$ cat config.mk
export PLATFORM = sky130hd
export DESIGN_NAME = adder_arbiter
export DESIGN_NICKNAME = d
export VERILOG_FILES = /design/src/rtl/adder_arb_pkg.sv /design/src/rtl/adder_arbiter_rr_arbiter.sv /design/src/rtl/full_adder.sv /design/src/rtl/adder_arbiter.sv
export SDC_FILE = /design/constraint.sdc
export NUM_CORES = 1
export LEC_CHECK = 0
export CORE_AREA = 2 2 118 120
export CTS_BUF_LIST = sky130_fd_sc_hd__clkbuf_2
export CTS_CLUSTER_DIAMETER = 60
export DETAILED_ROUTE_END_ITERATION = 6
export DIE_AREA = 0 0 120 122
export GPL_ROUTABILITY_DRIVEN = 0
export GPL_TIMING_DRIVEN = 1
export PLACE_DENSITY = 0.84
export SYNTH_ARGS = -nofsm -noshare
export SYNTH_HDL_FRONTEND = slang
export SYNTH_HIERARCHICAL = 1
export SYNTH_SLANG_ARGS = --single-unit
$ cat constraint.sdc
create_clock -name clk -period 9.16 [get_ports clk]
set_input_delay 1.832 -clock clk [delete_from_list [all_inputs] [get_ports clk]]
set_output_delay 1.832 -clock clk [all_outputs]
set_load 0.05 [all_outputs]
$ cat src/rtl/adder_arb_pkg.sv
// Shared defaults and types for the adder arbiter slice.
// Optional signed-overflow output is enabled with ADDER_ARB_OVF_EN.
package adder_arb_pkg;
   localparam int DEF_NUM_REQ = 4;
   localparam int DEF_WIDTH   = 32;

   typedef enum logic {IDLE = 1'b0, HOLD = 1'b1} arb_state_t;
   typedef logic [DEF_WIDTH-1:0] word_t;
endpackage

$ cat src/rtl/adder_arbiter_rr_arbiter.sv
// Combinational round-robin picker: searches from ptr_i+1 upward with wrap.
module rr_arbiter #(
   parameter int NUM_REQ = 4,
   parameter int ID_W    = $clog2(NUM_REQ)
) (
   input  logic [NUM_REQ-1:0] req_i,
   input  logic [ID_W-1:0]    ptr_i,
   input  logic               en_i,
   output logic [NUM_REQ-1:0] grant_o,
   output logic [ID_W-1:0]    idx_o,
   output logic               found_o
);
   logic [ID_W-1:0] ci;

   // Walk candidates from lowest to highest priority so the last hit wins.
   always_comb begin
      grant_o = '0;
      idx_o   = '0;
      found_o = 1'b0;
      ci      = '0;
      for (int k = NUM_REQ; k >= 1; k--) begin
         ci = ID_W'((int'(ptr_i) + k) % NUM_REQ);
         if (req_i[ci]) begin
            grant_o     = '0;
            grant_o[ci] = 1'b1;
            idx_o       = ci;
            found_o     = 1'b1;
         end
      end
      if (!en_i) begin
         grant_o = '0;
      end
   end
endmodule

$ cat src/rtl/full_adder.sv
// Plain WIDTH-bit adder with carry-in and carry-out; the single shared instance.
module full_adder #(
   parameter int WIDTH = 32
) (
   input  logic [WIDTH-1:0] a,
   input  logic [WIDTH-1:0] b,
   input  logic             cin,
   output logic [WIDTH-1:0] sum,
   output logic             c_out
);
   assign {c_out, sum} = {1'b0, a} + {1'b0, b} + {{WIDTH{1'b0}}, cin};
endmodule

$ cat src/rtl/adder_arbiter.sv
// Shares one full_adder among NUM_REQ requesters with round-robin grant and a
// registered, ID-tagged response. Define ADDER_ARB_OVF_EN to add rsp_ovf.
module adder_arbiter
   import adder_arb_pkg::*;
#(
   parameter int NUM_REQ = DEF_NUM_REQ,
   parameter int WIDTH   = DEF_WIDTH,
   parameter int ID_W    = $clog2(NUM_REQ)
) (
   input  logic                     clk,
   input  logic                     rst,
   input  logic [NUM_REQ-1:0]       req_valid,
   output logic [NUM_REQ-1:0]       req_ready,
   input  logic [NUM_REQ*WIDTH-1:0] req_a,
   input  logic [NUM_REQ*WIDTH-1:0] req_b,
   input  logic [NUM_REQ-1:0]       req_cin,
   output logic                     rsp_valid,
   input  logic                     rsp_ready,
   output logic [ID_W-1:0]          rsp_id,
   output logic [WIDTH-1:0]         rsp_sum,
`ifdef ADDER_ARB_OVF_EN
   output logic                     rsp_ovf,
`endif
   output logic                     rsp_cout
);
   arb_state_t       state_q, state_d;
   logic [ID_W-1:0]  rr_ptr_q, rr_ptr_d;
   logic [ID_W-1:0]  id_q, id_d;
   logic [WIDTH-1:0] sum_q, sum_d;
   logic             cout_q, cout_d;

   logic             can_accept, accept, found;
   logic [ID_W-1:0]  grant_idx;
   logic [WIDTH-1:0] a_arr [NUM_REQ];
   logic [WIDTH-1:0] b_arr [NUM_REQ];
   logic [WIDTH-1:0] a_sel, b_sel, add_sum;
   logic             cin_sel, add_cout;

   genvar gi;
   generate
      for (gi = 0; gi < NUM_REQ; gi++) begin : g_unpack
         assign a_arr[gi] = req_a[gi*WIDTH +: WIDTH];
         assign b_arr[gi] = req_b[gi*WIDTH +: WIDTH];
      end
   endgenerate

   // Ready is held low during reset so no requester believes it was served.
   assign can_accept = !rst && ((state_q == IDLE) || (state_q == HOLD && rsp_ready));

   rr_arbiter #(.NUM_REQ(NUM_REQ), .ID_W(ID_W)) u_rr (
      .req_i   (req_valid),
      .ptr_i   (rr_ptr_q),
      .en_i    (can_accept),
      .grant_o (req_ready),
      .idx_o   (grant_idx),
      .found_o (found)
   );

   assign accept  = can_accept && found;
   assign a_sel   = a_arr[grant_idx];
   assign b_sel   = b_arr[grant_idx];
   assign cin_sel = req_cin[grant_idx];

   full_adder #(.WIDTH(WIDTH)) u_add (
      .a     (a_sel),
      .b     (b_sel),
      .cin   (cin_sel),
      .sum   (add_sum),
      .c_out (add_cout)
   );

   always_comb begin
      state_d  = state_q;
      rr_ptr_d = rr_ptr_q;
      id_d     = id_q;
      sum_d    = sum_q;
      cout_d   = cout_q;
      if (accept) begin
         state_d  = HOLD;
         rr_ptr_d = grant_idx;
         id_d     = grant_idx;
         sum_d    = add_sum;
         cout_d   = add_cout;
      end else if (state_q == HOLD && rsp_ready) begin
         state_d = IDLE;
      end
   end

   always_ff @(posedge clk) begin
      if (rst) begin
         state_q  <= IDLE;
         rr_ptr_q <= ID_W'(NUM_REQ-1);
         id_q     <= '0;
         sum_q    <= '0;
         cout_q   <= 1'b0;
      end else begin
         state_q  <= state_d;
         rr_ptr_q <= rr_ptr_d;
         id_q     <= id_d;
         sum_q    <= sum_d;
         cout_q   <= cout_d;
      end
   end

`ifdef ADDER_ARB_OVF_EN
   logic ovf_q;
   always_ff @(posedge clk) begin
      if (rst) begin
         ovf_q <= 1'b0;
      end else if (accept) begin
         ovf_q <= (a_sel[WIDTH-1] == b_sel[WIDTH-1]) && (add_sum[WIDTH-1] != a_sel[WIDTH-1]);
      end
   end
   assign rsp_ovf = ovf_q;
`endif

   assign rsp_valid = (state_q == HOLD);
   assign rsp_id    = id_q;
   assign rsp_sum   = sum_q;
   assign rsp_cout  = cout_q;
endmodule

# == Yosys cells after proc, flatten, opt, wreduce, memory -nomap -nowiden ==
# Index checks and enable logic that the tools add are counted.
# word_totals
memories,0
latchBits,0
romBits,0
register_bits,38
in_bits,267
ramBits,0
# op_classes
bitwise,2
muxes,39
n_div,0
n_reduce_logical,10
magnitude_cmp,10
shifts,0
n_addsub,6
n_eq_ne,0
multipliers,0
# ops
op,count
$bmux 32 s2,2
$mux 32,4
$add 32x32->33,1
$add 33x1->33,1
$mux 4,5
$lt 2x3->1 const B,5
$mux 1,15
$bmux 1 s2,5
$demux 1 s2,4
$ge 2x1->1 const B,4
$mux 2,4
$logic_and 1x1->1,7
$add 2x1->2 const B,2
$add 2x2->2 const B,2
$ge 3x3->1 const B,1
$not 2->3,1
$reduce_bool 2->1,1
$logic_not 1->1,1
$logic_or 1x1->1,1
$not 1->1,1

# == Depth between registers and ports, before layout ==
# Gate-level depths: netlist of run 1.
# depth
word_depth,13
mapped_depth,21
depth_no_buf,17

# == By module ==
# Netlist of run 1, hierarchy kept.
# by_module_without_submodules
module,cells_each,seq_area_each_um2,area_per_inst_um2,n_inst
adder_arbiter,251,760.7,2994.1,1
full_adder,237,0.0,1714.1,1
rr_arbiter,85,0.0,618.1,1

# == Worst setup path before layout of run 1 ==
# Ideal clock, no wire load.
# synth_timing
path_kind,input-to-reg
startpoint,input port req_valid[3]
endpoint,"register sum_q[20], in the netlist rsp_sum[20]"
path_stages,19
t_required_ps,9028
slack_ps,3013
setup_ps,132
arrival_ps,6015
cell_sequence,buf_4 mux2i_2 mux2_2 o211ai_1 o2bb2ai_1 buf_6 buf_6 mux4_2 fa_1 fa_1 a211oi_1 o21bai_2 o2111ai_2 a31oi_1 a21boi_2 nor4b_1 nor3_1 nand3_1 a21oi_1
# synth_between
elab_chain_cells,12
word_cells_on_any_way,28
classes_between,add/sub (2); mux (24); bitwise (1); reduce/logical (1)
# synth_lines
element,line_no,source
"start, declared",adder_arbiter.sv:12,"input logic [NUM_REQ-1:0] req_valid,"
$bmux 1 s2,adder_arbiter_rr_arbiter.sv:23,if (req_i[ci]) begin
$mux 1 (not written as such),adder_arbiter_rr_arbiter.sv:23,
$mux 2 (3 in a row),adder_arbiter_rr_arbiter.sv:23,
$mux 2 *,adder_arbiter_rr_arbiter.sv:23,
named net grant_idx[0],adder_arbiter.sv:33,logic [ID_W-1:0] grant_idx;
$not 2->3 (not written as such) *,adder_arbiter.sv:61,assign b_sel = b_arr[grant_idx];
$bmux 32 s2 *,adder_arbiter.sv:61,
$mux 32 (not written as such) * (2 in a row),adder_arbiter.sv:61,
named net b_sel[0],adder_arbiter.sv:36,"logic [WIDTH-1:0] a_sel, b_sel, add_sum;"
$add 32x32->33 *,full_adder.sv:11,"assign {c_out, sum} = {1'b0, a} + {1'b0, b} + {{WIDTH{1'b0}}, cin};"
$add 33x1->33 *,full_adder.sv:11,
named net add_sum[20],adder_arbiter.sv:36,
"end signal, assigned",adder_arbiter.sv:100,sum_q <= sum_d;
"end, declared",adder_arbiter.sv:29,"logic [WIDTH-1:0] sum_q, sum_d;"
# Mark *: on every way through the listed nets, which the timed path passes. The rest lies on a longest branch. The select of a mux whose other input is x is not followed.
# A chain may end at the register's enable or synchronous reset.

# == Worst setup path in the final report of run 1 ==
# layout_timing
startpoint,input port req_valid[3]
endpoint,"register sum_q[20], in the netlist rsp_sum[20]"
# layout_between
elab_chain_cells,12
word_cells_on_any_way,28
classes_between,add/sub (2); mux (24); bitwise (1); reduce/logical (1)
# layout_lines
element,line_no,source
$bmux 1 s2,adder_arbiter_rr_arbiter.sv:23,
$mux 1 (not written as such),adder_arbiter_rr_arbiter.sv:23,
$mux 2 (3 in a row),adder_arbiter_rr_arbiter.sv:23,
$mux 2 *,adder_arbiter_rr_arbiter.sv:23,
named net grant_idx[0],adder_arbiter.sv:33,
$not 2->3 (not written as such) *,adder_arbiter.sv:60,assign a_sel = a_arr[grant_idx];
$bmux 32 s2 *,adder_arbiter.sv:60,
$mux 32 (not written as such) * (2 in a row),adder_arbiter.sv:60,
named net a_sel[1],adder_arbiter.sv:36,
$add 32x32->33 *,full_adder.sv:11,
$add 33x1->33 *,full_adder.sv:11,
named net add_sum[20],adder_arbiter.sv:36,
# Marked as above.

==> results.md, run 1 <==
- Share of post-route cells with drive strength above 1: 12.4%
- Worst VDD drop: 0.000128 V
- Status: finished clean
- Worst slack, placed: 1920 ps
- Clock Pin Slew Worst Setup and Hold Paths: 220 ps
- Final std cells w/o fill: 1,028
- Peak fanout along the critical path: 60
- DP HPWL: 16,700 µm
- Post-route cell area: 8540 µm²
- Vias in the first global route: 5,952
- Total number of vias: 6,156
- Post-synth ARST share: 0%
- Clk_lat worst skew: 420 ps
- FF/Latch Area: 761 µm²
- CTS Hold Bufs: 0
- Leak Pwr: 3.17 nW
- Vias per cell: 5.99
- Avg Inst Size Synth: 9.30 µm²
- Final-report setup violation count: 0
- Top-area cell type share of the netlist area: 27.5%
- Chip height: 122 µm
- Largest area contributor in the netlist: mux4_2
- Root Driver: clkbuf_2
- Post-synth EDFFs: 0
- Fmax: 0.145 GHz
- Cell Area, Placed: 8450 µm²
- Largest net degree at the start of global routing: 61
- Actual slew at the worst max-slew pin: 1050 ps
- Fin util: 63.3%
- PnR worst setup slack: 2280 ps
- Largest cells by area after synthesis: mux4_2 27%, dfxtp_1 14%, ha_1 8.9%
- CTS buffer count: 5
- Syn Inst Count: 573
- Clock skew: 21.2 ps
- Max-cap violation count: 0
- Area growth, synth to finish: 60.4%
- Clock tree buffer depth: 2
- RSZ-0062 raised after global routing: false
- Leading cell types by count after synthesis: 70 x a21oi_1, 65 x mux4_2, 54 x o21ai_0
- Detailed Route WL: 20,400 µm
- Yosys warnings: 6
- Arrival time at the worst endpoint: 7190 ps
- Initial DRC count: 515
- Post-cts sizing count: 0
- Cell Area, Synth: 5330 µm²
- CTS H-tree depth: 2
- Initial Util: 39.4%
- Fin. max-slew vios: 0
- Distinct cells, synth: 70
- CTS tree: yes
- Critical path type: input pin to register
- Most common cell in the synthesized netlist: a21oi_1
- Total Die Area: 14,600 µm²
- Antenna-violating nets left: 0
- Post-CTS setup buffers: 0
- Die width: 120 µm
- Sink Count: 38
- I/O Buffers: 306
- Grt total ovfl: 0
- Total power: 2.41 mW
- Post-synthesis sequential area ratio: 14.3%
- Detailed-route wire length per cell: 19.9 µm
- Slew Limit Headroom: 29.6%
- Post-Syn Nets: 880
- First-pass GRT wire length: 31,600 µm
- Flops & latches, synth: 38
- Remaining DRCs: 0
- Share of the clock period used by the worst path: 75.1%
- Most used DFF post-synth: dfxtp_1
- Critical Path RT: 9470 ps
- Initial antenna violation count: 0
- Layout fillers: 1,106
- Startpoint types: input pin
- Placed Cells: 1,020
- Nets: 1,154
- Worst min path class: register to register
- N_diodes: 0
- Total Routing Usage GR: 27.1%
- Setup TNS: 0 ps
- Hold WS: 493 ps
- Std cell rows: 43
- Tmin final: 6880 ps
- Pwr/cell area: 282 nW/µm²
- Placeable Area: 13,500 µm²
- Multi-input gate area: 4300 µm²
- Hold Fails Final Rpt: 0
- Top Ports: 307
- DR pass1 iterations: 5
- CP Capture Type: register
[power breakdown]
part	total, mW	internal [mW]	switching, mW
sequential	0.261	0.223	0.0374
clock	0.139	0.0739	0.0649
combinational	2.01	0.886	1.12
[worst max-delay path, stage by stage]
cell and delay (ps):
clkdlybuf4s50_1 550, mux2i_2 390, mux2_2 290, o211ai_1 150
o2bb2ai_4 480, buf_12 420, mux4_2 620, fa_1 490
a211oi_1 340, o21bai_2 140, o2111ai_2 300, a31oi_1 210
a21boi_2 310, nor4b_1 360, nor3_1 90, nand3_1 90
a21oi_1 60
[state kept, by name, summed over array words and instances, names as in the netlist]
register   count
rr_ptr_q       2
rsp_cout       1
rsp_id         2
rsp_sum       32
rsp_valid      1
[cell families (layout without fill, tap and decap cells)]
kind of cell | count (synthesis) | in the layout | synth area share (%)
AO/OA/AOI/OAI | 201 | 201 | 23.2
XOR/XNOR | 28 | 28 | 4.60
flip-flops | 38 | 38 | 14.3
multiplexers | 74 | 74 | 29.6
adder cells (fa/ha/maj) | 40 | 40 | 9.68
AND/OR/NAND/NOR | 135 | 135 | 13.0
buffers and inverters | 57 | 332 | 5.66
[area by class of cell]
| type | count | share of cell area, % |
|---|---|---|
| multi-input cells | 478 | 50.3 |
| repair buffers | 312 | 36.5 |
| flip-flops and latches | 38 | 8.90 |
| well taps | 180 | 2.64 |
| clock inverters | 3 | 0.806 |
| inverters | 12 | 0.527 |
| clock buffers | 5 | 0.293 |
[layout by cell type, fill, tap and decap left out, types with 15 or more instances in the layout]
cell type	n
clkdlybuf4s50_1	306
dfxtp_1	38
a21oi_1	70
o21ai_0	54
mux4_2	65
nand3_1	42
ha_1	38
nor2_1	20
nand2_1	30
a21o_1	15
[path summary, 6_finish.rpt]
check | slack (ps) | startpoint | end | depth (start not counted)
setup / recovery | 2280 | req_valid[3] | rsp_sum[20] | 17
setup reg to reg | 2830 | rr_ptr_q[0] | rsp_sum[20] | 17
hold / removal | 490 | rsp_sum[19] | rsp_sum[19] | 2
hold reg to reg | 490 | rsp_sum[19] | rsp_sum[19] | 2
[layer usage]
layer / global-route usage (%) / vias to the layer above / part of all wire [%]
li1: - / 2813 / -
met1: 36.0 / 2918 / 40
met5: 0 / - / 0
met4: 5.81 / 0 / 1.8
met3: 4.78 / 33 / 8.5
met2: 46.2 / 392 / 50
Power figures use the tool's default switching activity.
==> run 2, diff against run 1 <==
--- a/config.mk
+++ b/config.mk
@@ -5,14 +5,14 @@
 export SDC_FILE = /design/constraint.sdc
 export NUM_CORES = 1
 export LEC_CHECK = 0
-export CORE_AREA = 2 2 118 120
+export CORE_AREA = 2 2 119 121
 export CTS_BUF_LIST = sky130_fd_sc_hd__clkbuf_2
 export CTS_CLUSTER_DIAMETER = 60
 export DETAILED_ROUTE_END_ITERATION = 6
-export DIE_AREA = 0 0 120 122
+export DIE_AREA = 0 0 121 123
 export GPL_ROUTABILITY_DRIVEN = 0
 export GPL_TIMING_DRIVEN = 1
-export PLACE_DENSITY = 0.84
+export PLACE_DENSITY = 0.83
 export SYNTH_ARGS = -nofsm -noshare
 export SYNTH_HDL_FRONTEND = slang
 export SYNTH_HIERARCHICAL = 1
==> constraint.sdc (replaced) <==
create_clock -name clk -period 7.1 [get_ports clk]
set_input_delay 1.42 -clock clk [delete_from_list [all_inputs] [get_ports clk]]
set_output_delay 1.42 -clock clk [all_outputs]
set_load 0.05 [all_outputs]
==> run 2 against run 1 <==
  * Register-to-register slack lost 1500 ps
  * Die area grew 1.7%
  * Non-clock buffer count grew 4
  * Critical path type unchanged
  * Largest power group unchanged
  * First-iteration DRC count shrank 1.6%
==> results.md, run 2 (synthesis gave the netlist of run 1 again) <==
- Status: finished clean
- Critical Path RT: 7420 ps (-2050 ps)
- RSZ-0062 raised after global routing: false
- CTS Hold Bufs: 0 (unchanged)
- Fin util: 63.0% (-0.26 points)
- PnR worst setup slack: 959 ps (-1320 ps)
- Total Routing Usage GR: 26.9% (-0.15 points)
- Share of post-route cells with drive strength above 1: 12.8% (+0.41 points)
- CTS H-tree depth: 2 (unchanged)
- Critical path capture point: rsp_sum[20]
- Vias in the first global route: 6,122 (+2.9%)
- Std cell rows: 43 (unchanged)
- Area growth, synth to finish: 61.0%
- DP HPWL: 16,800 µm (+0.75%)
- Critical path type: input pin to register
- Commonest non-fill, non-tap cells in the layout: 306 x clkdlybuf4s50_1, 70 x a21oi_1, 65 x mux4_2
- Clk_lat worst skew: 430 ps (about the same)
- Top Ports: 307 (unchanged)
- Actual slew at the worst max-slew pin: 1050 ps (-3.96 ps)
- Chip height: 123 µm (+0.82%)
- Initial DRC count: 507 (-1.6%)
- Worst slack, placed: 612 ps (-1310 ps)
- Final-report setup violation count: 0 (unchanged)
- Cell Area, Placed: 8480 µm² (+0.36%)
- Clock Pin Slew Worst Setup and Hold Paths: 210 ps (about the same)
- Post-route cell area: 8580 µm² (+0.38%)
- Antenna-violating nets left: 0 (unchanged)
- Hold Fails Final Rpt: 0 (unchanged)
- Arrival time at the worst endpoint: 6460 ps (-730 ps)
- R2r worst-path depth: 17 (unchanged)
- Worst min path class: register to register
- Worst VDD drop: 0.000167 V (+30%)
- Nets: 1,158 (+0.35%)
- Slew Limit Headroom: 29.9% (+0.26 points)
- Initial antenna violation count: 1 (+1)
- Share of the clock period used by the worst path: 86.5%
- Post-CTS setup buffers: 0 (unchanged)
- Fmax: 0.163 GHz
- FF-to-FF setup slack: 1360 ps (-1470 ps)
- Remaining DRCs: 0 (unchanged)
- Pwr/cell area: 362 nW/µm² (+28%)
- Reg2Reg Capture Point: rsp_sum[20]
- Initial Util: 39.1% (-0.31 points)
- Sink Count: 38 (unchanged)
- Clock skew: 17.0 ps (-4.16 ps)
- Max-cap violation count: 0 (unchanged)
- First-pass GRT wire length: 31,500 µm (-0.28%)
- CP Capture Type: register
- Vias per cell: 5.96 (-0.55%)
- Leak Pwr: 3.19 nW (+0.62%)
- Die width: 121 µm (+0.83%)
- Detailed Route WL: 20,400 µm (-0.24%)
- Root Driver: clkbuf_2
- Total Die Area: 14,900 µm² (+1.7%)
- Cell Chain, Critical Path: clkdlybuf4s50_1 -> mux2i_2 -> mux2_2 -> o211ai_1 -> o2bb2ai_4 -> mux4_2 -> fa_1 -> fa_1 -> a211oi_1 -> o21bai_2 -> o2111ai_2 -> a31oi_1 -> a21boi_2 -> nor4b_1 -> nor3_1 -> nand3_1 -> a21oi_1
- CP max stage cell: mux4_2
- Leading cell type in the layout, fill and taps excluded: clkdlybuf4s50_1
- Largest net degree at the start of global routing: 40 (-34%)
- Hold WS: 490 ps (-2.39 ps)
- CTS tree: yes
- Crit path largest cell delay: 580 ps (-40 ps)
- Post-cts sizing count: 0 (unchanged)
- DR pass1 iterations: 7 (+2)
- R2r startpoint: rr_ptr_q[1]
- Placeable Area: 13,600 µm² (+0.80%)
- Grt total ovfl: 0 (unchanged)
- Total number of vias: 6,152 (-0.065%)
- Tmin final: 6140 ps
- Detailed-route wire length per cell: 19.7 µm (-0.73%)
- Setup TNS: 0 ps (unchanged)
- I/O Buffers: 306 (unchanged)
- Clock tree buffer depth: 2 (unchanged)
- CP startpoint: req_valid[3]
- Startpoint types: input pin
- Fin. max-slew vios: 0 (unchanged)
- CTS buffer count: 5 (unchanged)
- Peak fanout along the critical path: 9 (-85%)
- Most common cell on crit path: fa_1
- Max FFs per register: 32 (unchanged)
==> run 2: final cells by class <==
class | count | area (µm²)
clock buffers | 5 | 25.0
diodes | 1 | 2.50
flip-flops and latches | 38 | 761
clock inverters | 3 | 68.8
inverters | 12 | 45.0
repair buffers | 316 | 3150
fillers | 1165 | 5040
multi-input cells | 478 | 4300
well taps | 180 | 225
==> run 2: power by group <==
part | switching (mW) | internal [mW]
registers | 0.0406 | 0.288
logic | 1.44 | 1.15
clock network | 0.0857 | 0.0954
==> run 2: stage by stage <==
stage	power (mW)	std cells
6_report	3.10	1033
5_1_grt	3.32	1033
4_1_cts	3.07	1032
3_5_place_dp	2.88	1024
3_3_place_gp	2.85	1024
2_1_floorplan	2.23	573
==> run 2: layer usage <==
layer,vias up,global-route usage (%),share of wire [%]
li1,2814,-,-
met1,2977,34.0,39
met2,316,47.8,51
met3,45,3.97,7.2
met4,0,7.85,2.6
met5,-,0,0
==> run 2: worst min path at each step <==
stage | startpoint | endpoint | slack (ps) | cells after the start
6_report | rsp_sum[15] | rsp_sum[15] | 490 | 2
3_3_place_gp | rsp_sum[17] | rsp_sum[17] | 460 | 2
5_1_grt | rsp_sum[10] | rsp_sum[10] | 510 | 2
3_5_place_dp | rsp_sum[17] | rsp_sum[17] | 470 | 2
2_1_floorplan | rr_ptr_q[1] | rr_ptr_q[1] | 530 | 2
4_1_cts | rsp_sum[17] | rsp_sum[17] | 490 | 2
==> run 2: critical path: cells and delay by family <==
kind                       cells  cell delay (ps)
AOI/OAI and AO/OA              8             1870
buffers and inverters          1              550
muxes                          3             1240
and+or+nand+nor                3              450
adders and majority gates      2              910
==> run 3, diff against run 2 <==
--- a/config.mk
+++ b/config.mk
@@ -5,14 +5,14 @@
 export SDC_FILE = /design/constraint.sdc
 export NUM_CORES = 1
 export LEC_CHECK = 0
-export CORE_AREA = 2 2 119 121
+export CORE_AREA = 2 2 118 120
 export CTS_BUF_LIST = sky130_fd_sc_hd__clkbuf_2
 export CTS_CLUSTER_DIAMETER = 60
 export DETAILED_ROUTE_END_ITERATION = 6
-export DIE_AREA = 0 0 121 123
+export DIE_AREA = 0 0 120 122
 export GPL_ROUTABILITY_DRIVEN = 0
 export GPL_TIMING_DRIVEN = 1
-export PLACE_DENSITY = 0.83
+export PLACE_DENSITY = 0.84
 export SYNTH_ARGS = -nofsm -noshare
 export SYNTH_HDL_FRONTEND = slang
 export SYNTH_HIERARCHICAL = 1
==> constraint.sdc (replaced) <==
create_clock -name clk -period 7.45 [get_ports clk]
set_input_delay 1.49 -clock clk [delete_from_list [all_inputs] [get_ports clk]]
set_output_delay 1.49 -clock clk [all_outputs]
set_load 0.05 [all_outputs]
==> run 3 against run 2 <==
  * First-iteration DRC count increased by 11%
  * Critical path type unchanged
  * Count of clock-buffer cells in the layout stayed put
  * Highest routed layer unchanged
  * Largest cell class unchanged
  * Sequential share of layout area up 0.057 points
  * Clock skew fell by 5.8 ps
  * Critical endpoint unchanged
  * Worst hold slack gained 2.4 ps
==> results.md, run 3 (synthesis gave the netlist of run 1 again) <==
- Leading cell type in the layout, fill and taps excluded: clkdlybuf4s50_1
- Clock tree buffer depth: 2 (unchanged)
- Leak Pwr: 3.16 nW (-1.0%)
- First-pass GRT wire length: 31,900 µm (+1.3%)
- CTS H-tree depth: 2 (unchanged)
- I/O Buffers: 306 (unchanged)
- Fin. max-slew vios: 0 (unchanged)
- Largest net degree at the start of global routing: 59 (+48%)
- Worst VDD drop: 0.000154 V (-7.8%)
- Share of the clock period used by the worst path: 82.9%
- Pwr/cell area: 340 nW/µm² (-6.1%)
- Root Driver: clkbuf_2
- CP Capture Type: register
- Fin util: 63.1% (+0.094 points)
- Top Ports: 307 (unchanged)
- Initial DRC count: 561 (+11%)
- Setup TNS: 0 ps (unchanged)
- Final-report setup violation count: 0 (unchanged)
- Remaining DRCs: 0 (unchanged)
- Hold WS: 493 ps (+2.39 ps)
- Slew Limit Headroom: 27.4% (-2.5 points)
- Crit path largest cell delay: 600 ps (+20 ps)
- Total number of vias: 6,143 (-0.15%)
- Endpoint, Worst Hold: rsp_sum[28]
- Std cell rows: 43 (unchanged)
- Post-CTS setup buffers: 0 (unchanged)
- Vias per cell: 5.96 (about the same)
- Nets: 1,156 (-0.17%)
- Startpoint types: input pin
- RSZ-0062 raised after global routing: false
- Critical Path RT: 7770 ps (+350 ps)
- Post-cts sizing count: 0 (unchanged)
- Max FFs per register: 32 (unchanged)
- Hold Fails Final Rpt: 0 (unchanged)
- CP top delay family: compound AO/OA/AOI/OAI gates
- Total Routing Usage GR: 27.7% (+0.75 points)
- CTS tree: yes
- Peak fanout along the critical path: 56 (+47)
- Fmax: 0.162 GHz
- Hold depth: 2 (unchanged)
- Worst slack, placed: 864 ps (+251 ps)
- Worst min path class: register to register
- Cell Chain, Critical Path: clkdlybuf4s50_1 -> mux2i_2 -> mux2_2 -> o211ai_1 -> o2bb2ai_4 -> buf_12 -> mux4_2 -> fa_1 -> a211oi_1 -> o21bai_2 -> o2111ai_2 -> a31oi_1 -> a21boi_2 -> nor4b_1 -> nor3_1 -> nand3_1 -> a21oi_1
- Detailed Route WL: 20,900 µm (+2.5%)
- WP buf/inv: 2 (+1)
- CTS Hold Bufs: 0 (unchanged)
- Tmin final: 6170 ps
- DP HPWL: 17,100 µm (+1.2%)
- DR pass1 iterations: 5 (-2)
- CTS buffer count: 5 (unchanged)
- Share of post-route cells with drive strength above 1: 12.5% (-0.32 points)
- Actual slew at the worst max-slew pin: 1090 ps (+37.2 ps)
- Clock skew: 11.2 ps (-5.79 ps)
- Area growth, synth to finish: 60.0%
- R2r worst-path depth: 17 (unchanged)
- Total Die Area: 14,600 µm² (-1.6%)
- Die width: 120 µm (-0.83%)
- Clock Pin Slew Worst Setup and Hold Paths: 210 ps (about the same)
- Status: finished clean
- Initial Util: 39.4% (+0.31 points)
- Initial antenna violation count: 0 (-1)
- Placeable Area: 13,500 µm² (-0.79%)
- Sink Count: 38 (unchanged)
- R2r startpoint: rr_ptr_q[1]
- Hold Crit Start: rsp_sum[28]
- Vias in the first global route: 5,948 (-2.8%)
- Critical path type: input pin to register
- Max-cap violation count: 0 (unchanged)
- Reg2Reg Capture Point: rsp_sum[20]
- FF-to-FF setup slack: 1760 ps (+400 ps)
- CP max stage cell: mux4_2
- Arrival time at the worst endpoint: 6490 ps (+30 ps)
- Detailed-route wire length per cell: 20.3 µm (+2.7%)
- Clk_lat worst skew: 410 ps (-20 ps)
- Chip height: 122 µm (-0.81%)
- PnR worst setup slack: 1280 ps (+317 ps)
- Antenna-violating nets left: 0 (unchanged)
- Grt total ovfl: 0 (unchanged)
- Commonest non-fill, non-tap cells in the layout: 306 x clkdlybuf4s50_1, 70 x a21oi_1, 65 x mux4_2
==> run 3: per-layer routing <==
metal,part of all wire [%],vias to the layer above,global-route usage (%)
met5,0,-,0
met4,2.7,0,8.09
met3,8.0,47,3.60
met2,49,382,46.0
met1,40,2901,37.8
li1,-,2813,-
==> run 3: worst max path at each step <==
stage | start | endpoint | slack [ps] | depth (start not counted)
detailed placement | req_valid[3] | rsp_sum[20] | 860 | 17
global route | req_valid[3] | rsp_sum[20] | 980 | 17
global placement | req_valid[3] | rsp_sum[20] | 960 | 17
CTS | req_valid[3] | rsp_sum[20] | 1300 | 17
finish | req_valid[3] | rsp_sum[20] | 1280 | 17
floorplan | req_valid[3] | rsp_sum[20] | 1640 | 19
==> run 3: per-stage QoR <==
step                      cell area [µm²]  power [mW]  std cells
after floorplan                      5330        2.12        573
after global placement               8480        2.74       1022
after detailed placement             8480        2.76       1022
after CTS                            8520        2.86       1030
after global routing                 8520        3.10       1030
final                                8520        2.89       1031
==> run 3: power by group <==
group          internal (mW)  switching (mW)
Sequential             0.275          0.0410
Combinational           1.10            1.39
Clock                 0.0214          0.0754
==> run 3: worst reg2reg max path, delay by kind of cell (launching register included) <==
family                   cells  cell delay [ps]
adder cells (fa/ha/maj)      2             1040
flip-flops                   1              710
AO/OA/AOI/OAI                8             1720
AND/OR/NAND/NOR              3              450
buffers and inverters        2              650
multiplexers                 2             1020
==> run 3: cell type report <==
type,count,area (µm²)
timing repair buffer,314,3150
multi-input combinational,478,4300
inverter,12,45.0
clock buffer,5,25.0
clock inverter,3,16.3
fill,1118,4980
antenna,1,2.50
tap,180,225
sequential,38,761
